--- src/rtl/cs_frame_ctrl.sv ---
// Frame sequencer for the CS comparator/selector: gates CS shifting on accepted
// samples, hides window warm-up results and hands Y downstream with back-pressure.
module cs_frame_ctrl #(
  parameter int unsigned WIN   = 9,
  parameter int unsigned LEN_W = 16
) (
  input  logic             clk,
  input  logic             reset,
  input  logic             start,
  input  logic             abort,
  input  logic [LEN_W-1:0] frame_len,
  input  logic             in_valid,
  output logic             in_ready,
  input  logic [7:0]       in_data,
  output logic             out_valid,
  input  logic             out_ready,
  output logic [9:0]       out_data,
  output logic [7:0]       cs_x,
  output logic             cs_en,
  output logic             cs_clr,
  input  logic [9:0]       cs_y,
  output logic             busy,
  output logic             done,
  output logic             err,
  output logic [LEN_W-1:0] out_cnt
);

  typedef enum logic [2:0] {
    S_IDLE,
    S_CLEAR,
    S_FILL,
    S_RUN,
    S_DONE
  } state_t;

  localparam logic [LEN_W-1:0] C_WIN    = LEN_W'(WIN);
  localparam logic [LEN_W-1:0] C_WIN_M1 = LEN_W'(WIN - 1);
  localparam logic [LEN_W-1:0] C_ONE    = LEN_W'(1);

  state_t           r_state, w_next;
  logic [LEN_W-1:0] r_len, r_in_cnt, r_out_cnt;
  logic             r_out_valid, r_err;
  logic             w_acc, w_hs, w_short, w_fill_last, w_run_last;

  assign w_acc       = in_valid & in_ready;
  assign w_hs        = r_out_valid & out_ready;
  assign w_short     = frame_len < C_WIN;
  assign w_fill_last = w_acc & (r_in_cnt == C_WIN_M1);
  // Last result of a frame is number len-WIN+1.
  assign w_run_last  = w_hs & ((r_out_cnt + C_ONE) == (r_len - C_WIN_M1));

  assign cs_en     = w_acc;
  assign cs_x      = in_data;
  assign out_data  = cs_y;
  assign out_valid = r_out_valid;
  assign err       = r_err;
  assign out_cnt   = r_out_cnt;

  always_ff @(posedge clk or posedge reset) begin
    if (reset) r_state <= S_IDLE;
    else       r_state <= w_next;
  end

  always_comb begin
    w_next = r_state;
    if (abort) begin
      w_next = S_IDLE;
    end else begin
      case (r_state)
        S_IDLE:  if (start) w_next = w_short ? S_DONE : S_CLEAR;
        S_CLEAR: w_next = S_FILL;
        S_FILL:  if (w_fill_last) w_next = S_RUN;
        S_RUN:   if (w_run_last) w_next = S_DONE;
        S_DONE:  w_next = S_IDLE;
        default: w_next = S_IDLE;
      endcase
    end
  end

  always_comb begin
    in_ready = 1'b0;
    cs_clr   = 1'b0;
    done     = 1'b0;
    busy     = (r_state != S_IDLE);
    case (r_state)
      S_CLEAR: cs_clr = 1'b1;
      S_FILL:  in_ready = 1'b1;
      // A new sample may only shift CS once the held result is leaving.
      S_RUN:   in_ready = (r_in_cnt < r_len) & (~r_out_valid | out_ready);
      S_DONE:  done = 1'b1;
      default: ;
    endcase
  end

  always_ff @(posedge clk or posedge reset) begin
    if (reset) begin
      r_len       <= '0;
      r_in_cnt    <= '0;
      r_out_cnt   <= '0;
      r_out_valid <= 1'b0;
      r_err       <= 1'b0;
    end else if (abort) begin
      r_out_valid <= 1'b0;
    end else begin
      case (r_state)
        S_IDLE: begin
          if (start) begin
            r_len     <= frame_len;
            r_in_cnt  <= '0;
            r_out_cnt <= '0;
            r_err     <= w_short;
          end
        end
        S_FILL: begin
          if (w_acc) r_in_cnt <= r_in_cnt + C_ONE;
          if (w_fill_last) r_out_valid <= 1'b1;
        end
        S_RUN: begin
          if (w_acc) begin
            r_in_cnt    <= r_in_cnt + C_ONE;
            r_out_valid <= 1'b1;
          end else if (w_hs) begin
            r_out_valid <= 1'b0;
          end
          if (w_hs) r_out_cnt <= r_out_cnt + C_ONE;
        end
        default: ;
      endcase
    end
  end

endmodule

--- config.mk ---
export PLATFORM = sky130hd
export DESIGN_NAME = cs_frame_ctrl
export DESIGN_NICKNAME = d
export VERILOG_FILES = /design/src/rtl/cs_frame_ctrl.sv
export SDC_FILE = /design/constraint.sdc
export NUM_CORES = 1
export LEC_CHECK = 0
export ABC_CLOCK_PERIOD_IN_PS = 3090
export BUFFER_PORTS_ARGS = -buffer_cell sky130_fd_sc_hd__buf_4
export CORE_MARGIN = 3
export CORE_UTILIZATION = 30
export CTS_CLUSTER_DIAMETER = 30
export DETAILED_ROUTE_END_ITERATION = 10
export GPL_TIMING_DRIVEN = 0
export PLACE_DENSITY = 0.49
export SLEW_MARGIN = 30
export SYNTH_ARGS = -nofsm -noshare
export SYNTH_HDL_FRONTEND = slang
export SYNTH_SLANG_ARGS = --single-unit
--- constraint.sdc ---
create_clock -name clk -period 3.09 [get_ports clk]
set_input_delay 0.618 -clock clk [delete_from_list [all_inputs] [get_ports clk]]
set_output_delay 0.618 -clock clk [all_outputs]
set_load 0.1 [all_outputs]
* Yosys cells after proc, flatten, opt, wreduce, memory -nomap -nowiden
Cells that the tools add are included.
Cells by class: magnitude comparators 2, multipliers 0, add/subtract/negate cells 3, equality and inequality tests 13, shifts and indexed selects 0, bitwise operators 8, div/mod/pow operators 0, muxes and demuxes 19, reductions and logical operators 11
Operators with widths (count):
- $pmux 16 s2 | 2
- $mux 16 | 3
- $add 16x1->16 const B | 2
- $eq 16x16->1 | 1
- $eq 16x4->1 const B | 1
- $lt 16x16->1 | 1
- $lt 16x4->1 const B | 1
- $sub 16x4->16 const B | 1
- $mux 3 | 5
- $pmux 3 s4 | 1
- $ne 3x3->1 const B | 3
- $reduce_and 3->1 | 3
- $reduce_and 4->1 | 2
- $eq 3x2->1 const B | 2
- $mux 1 | 6
- $reduce_bool 3->1 | 2
- $and 1x1->1 | 5
- $ne 2x2->1 const B | 2
- $ne 4x4->1 const B | 1
- $pmux 1 s2 | 2
- $reduce_bool 2->1 | 2
- $eq 3x1->1 const B | 1
- $eq 3x3->1 const B | 1
- $logic_not 3->1 | 1
- other kinds (4) | 5
Storage, ports and cells: memory bits (read-only) 0, register bits after elaboration 53, latch bits 0, RAM bits 0, output and inout port bits 41, memories kept 0

* Logic depth before layout (Yosys ltp)
depth after elaboration 9, depth in mapped cells 11

* Least setup slack after synthesis
No wires, ideal clock.
path kind reg2out, from register r_len[13], to output port cs_en, path buffers 0, cell stages (with the launch flop) 9, path slack -0.628 ns, data arrival time 3.100 ns, data required time 2.472 ns, path through dfrtp_1 > inv_1 > ha_1 > a21o_1 > a21oi_1 > nor2b_1 > a2111oi_4 > o21ai_0 > a21boi_1
On the way: longest elaborated chain between the ends 4
RTL lines:
- start, declared | line 41 | logic [LEN_W-1:0] r_len, r_in_cnt, r_out_cnt;
- start signal, assigned | line 108 | r_len <= frame_len;
- $lt 16x16->1 | line 89 | S_RUN: in_ready = (r_in_cnt < r_len) & (~r_out_valid | out_ready);
- $and 1x1->1 | line 89
- $pmux 1 s2 | line 85 | case (r_state)
- $and 1x1->1 | line 45 | assign w_acc = in_valid & in_ready;
- end, declared | line 19 | output logic cs_en,
Every way passes these cells.

* Worst setup path after layout
from register r_in_cnt[9], to output port cs_en
On the way: longest elaborated chain between the ends 4
RTL lines:
- start, declared | line 41
- start signal, assigned | line 115 | if (w_acc) r_in_cnt <= r_in_cnt + C_ONE;
- start signal, assigned | line 120 | r_in_cnt <= r_in_cnt + C_ONE;
- $lt 16x16->1 | line 89
- $and 1x1->1 | line 89
- $pmux 1 s2 | line 85
- $and 1x1->1 | line 45
Every way passes these cells.

==> results by group <==
Global routing
  – Number of global-route vias before repair: roughly 3400
  – Largest net degree at the start of global routing: slightly above 40
  – Initial antenna violation count: 0
  – Global-route wire length before repair: 17.3 mm
  – GR Util All Layers: between 15 and 20%
  – GR Overflow Total: 0

Critical path
  – CP max FO: 6
  – Reg-to-Reg Start: r_len[3]
  – Worst Setup SP: r_in_cnt[9]
  – Data arrival, critical path: 2.35 ns
  – Setup CP Type: register to output port
  – CP Launch Type: register
  – Critical path required time: around 2.5 ns
  – CP endpoint kind: output port

Timing
  – Max Slew Vio Count: 0
  – Slew HR: 52.6%
  – Fin. Hold Viols: 0
  – Fin crit share: between 90% and 100%
  – Worst-Margin Slew: between 0.7 and 0.8 ns
  – Finish-stage setup viols: 0
  – Worst Skew: about 0.0059 ns
  – Setup ws final: around 0.12 ns
  – Tightest hold margin: 0.231 ns
  – Final min period: about 3.0 ns
  – RSZ-0062 raised after global routing: no
  – Achievable Freq: between 300 and 400 MHz

Power and ir drop
  – Sw Ratio: a little under half
  – VDD IR max: 229 uV
  – Reg power frac: a little under a third
  – Combinational share of power: between 50% and 60%
  – LEAKAGE: roughly 2.1 nW
  – P_int: approximately 0.0017 W
  – Psw: 0.00149 W
  – Pwr/cell area: about 680 nW/um^2
  – Clock Power Share: approximately 18%

Clock network
  – Clk buf depth: 2
  – Worst-skew pair later-pin latency: 0.30 ns
  – Worst-path clk slew: 0.08 ns
  – Post-CTS Hold Fix Bufs: 0
  – Clock buffer count from CTS: 5
  – CTS tree: built
  – CTS root buf: clkbuf_16
  – H-Tree Depth: 2
  – CTS Sinks: 53

Logic synthesis
  – Syn_area_per_cell: roughly 8.5 um^2
  – Synthesized net count: just over 500
  – Mapped Cells: 451
  – Mapped Area: between 3000 and 4000 um^2
  – Async SR Flop Fraction: 100%
  – Seq/Total Area, Yosys: about a third
  – Synthesis-stage register bit count: between 50 and 60
  – YS warnings: 0
  – Unique masters post-synth: 55
  – Main synth FF type: dfrtp_1
  – Post-synth EDFFs: 0

Layout
  – # diodes: 0
  – Layout Cells excl Fill: about 690
  – Area delta synth->final: 25.2%
  – Layout cells sized above 1: about a quarter
  – Storage element area: ~1300 um^2
  – Fill count: approximately 1300
  – Util after Layout: between 30% and 40%
  – Nets: 582
  – Multi-input gate area: ~2300 um^2

Detailed routing
  – Post-DRT Antenna Nets: 0
  – DR WL/cell: ~15 um
  – Via density: between 5 and 6
  – Initial DRC Count: approximately 170
  – Vias: between 3000 and 4000
  – Routed WL: ~11 mm
  – Detailed-route DRC error count: 0
  – Drt first pass iters: 4

Placement
  – Place WS: just under 0.07 ns
  – Post-DP HPWL: roughly 8.4 mm
  – Port buffer count: 61
  – Inst Count DP: 681
  – GPL Wtd Cong: ~0.9

Die
  – Die area: 14100 um^2
  – Ports: about 80
  – Core area: 12300 um^2
  – Row count: 40
  – Initial Util: 31.2%
  – Die height: 119 um
  – Die span in x: around 120 um

Min path
  – Worst hold path type: primary input to asynchronous set/reset pin

Run status
  – Outcome: finished, final reports clean

Flow run
  – Maxcap violations: 0
## cell usage in the layout (no fill, tap or decap), types with 8 or more instances in the layout
cell	instances
o21ai_0	46
inv_1	23
a21oi_1	19
ha_1	19
o31ai_1	11
nor4_1	8
clkbuf_1	15
nand3_1	14
nand4_1	10
xnor2_1	32
a21o_1	9
dfrtp_1	46
buf_4	82
nor2_1	23
nand2_1	53
## cell families (layout without fill, tap and decap cells)
logic type / after synthesis / count (layout) / share of synthesized area, %
AOI/OAI and AO/OA: 116 / 116 / 19.6
xor gates and xnor gates: 39 / 39 / 8.92
adders and majority gates: 19 / 19 / 6.21
buffers and inverters: 65 / 138 / 8.27
DFF: 53 / 53 / 34.7
muxes: 2 / 2 / 0.654
and+or+nand+nor: 157 / 157 / 21.7
## state kept, by name, summed over array words and instances (netlist names)
name / cells
r_state: 3
r_in_cnt: 16
r_len: 16
err: 1
out_valid: 1
out_cnt: 16
## through the flow
step / TNS, ns / power (W) / cell area (um^2)
2_1_floorplan: -0.111 / 0.00220 / 3840
3_3_place_gp: 0 / 0.00255 / 4510
3_5_place_dp: 0 / 0.00258 / 4540
4_1_cts: 0 / 0.00320 / 4720
5_1_grt: 0 / 0.00348 / 4790
6_report: 0 / 0.00324 / 4790
## power groups by stage
| stage | Combinational [W] | Sequential (W) | Clock, W |
|---|---|---|---|
| finish | 0.00169 | 0.000971 | 0.000579 |
| global route | 0.00186 | 0.000991 | 0.000624 |
| CTS | 0.00164 | 0.000962 | 0.000597 |
| detailed placement | 0.00159 | 0.000989 | 0 |
| global placement | 0.00157 | 0.000987 | 0 |
| floorplan | 0.00122 | 0.000980 | 0 |
## path summary, 6_finish.rpt
check,endpoint,slack (ns),cells after the start
max,cs_en,0.12,9
min,out_cnt[4],0.23,2
max reg2reg,r_state[1],0.19,10
min reg2reg,err,0.50,2
max in group asynchronous,r_in_cnt[9],2.37,3
min in group clk,err,0.50,2
## synthesized netlist by cell type, drive strengths merged (3+ instances only)
cell type	count	area (um^2)
a211oi	5	42.5
a21o	9	67.6
a21oi	20	100
a31oi	5	31.3
a32o	3	30.0
and3	6	37.5
buf	24	163
clkbuf	16	60.1
dfrtp	53	1330
ha	19	238
inv	25	93.8
nand2	54	203
nand3	14	70.1
nand4	11	75.1
nor2	23	86.3
nor2b	5	31.3
nor3	7	40.0
nor4	11	87.6
o21ai	48	240
o31ai	11	82.6
or2	3	18.8
or3	3	18.8
or4	5	37.5
xnor2	32	280
xor2	7	61.3
## critical path: stages, from the launching register on
cell and delay, ns:
dfrtp_2 0.45, ha_1 0.31, a21o_1 0.18, a21o_1 0.18, a21oi_2 0.17, o211a_1 0.21
o21ai_2 0.08, a21boi_2 0.15, buf_4 0.16, buf_12 0.18
## metal layers
metal	routed length, um	up-vias	track usage, %
met2	5320	79	25.9
met1	4660	1683	19.1
met4	308	0	5.65
met5	0	-	0
li1	-	1738	-
met3	417	16	2.42
## cell type report
| type | count | area share (%) |
|---|---|---|
| buffer | 39 | 4.57 |
| clock buffer | 5 | 2.61 |
| clock inverter | 3 | 0.444 |
| inverter | 25 | 2.01 |
| multi-input combinational | 333 | 47.3 |
| sequential | 53 | 27.9 |
| tap | 168 | 4.39 |
| timing repair buffer | 66 | 10.9 |
## timing repair
| action | in CTS | in global routing |
|---|---|---|
| pin swaps | 1 | 2 |
| hold endpoints to repair | 0 | 0 |
| gates resized for setup | 4 | 15 |
| endpoints found under the setup margin | 2 | 5 |
| setup buffers | 3 | 1 |
No activity file was read; power rests on OpenSTA's default activity.
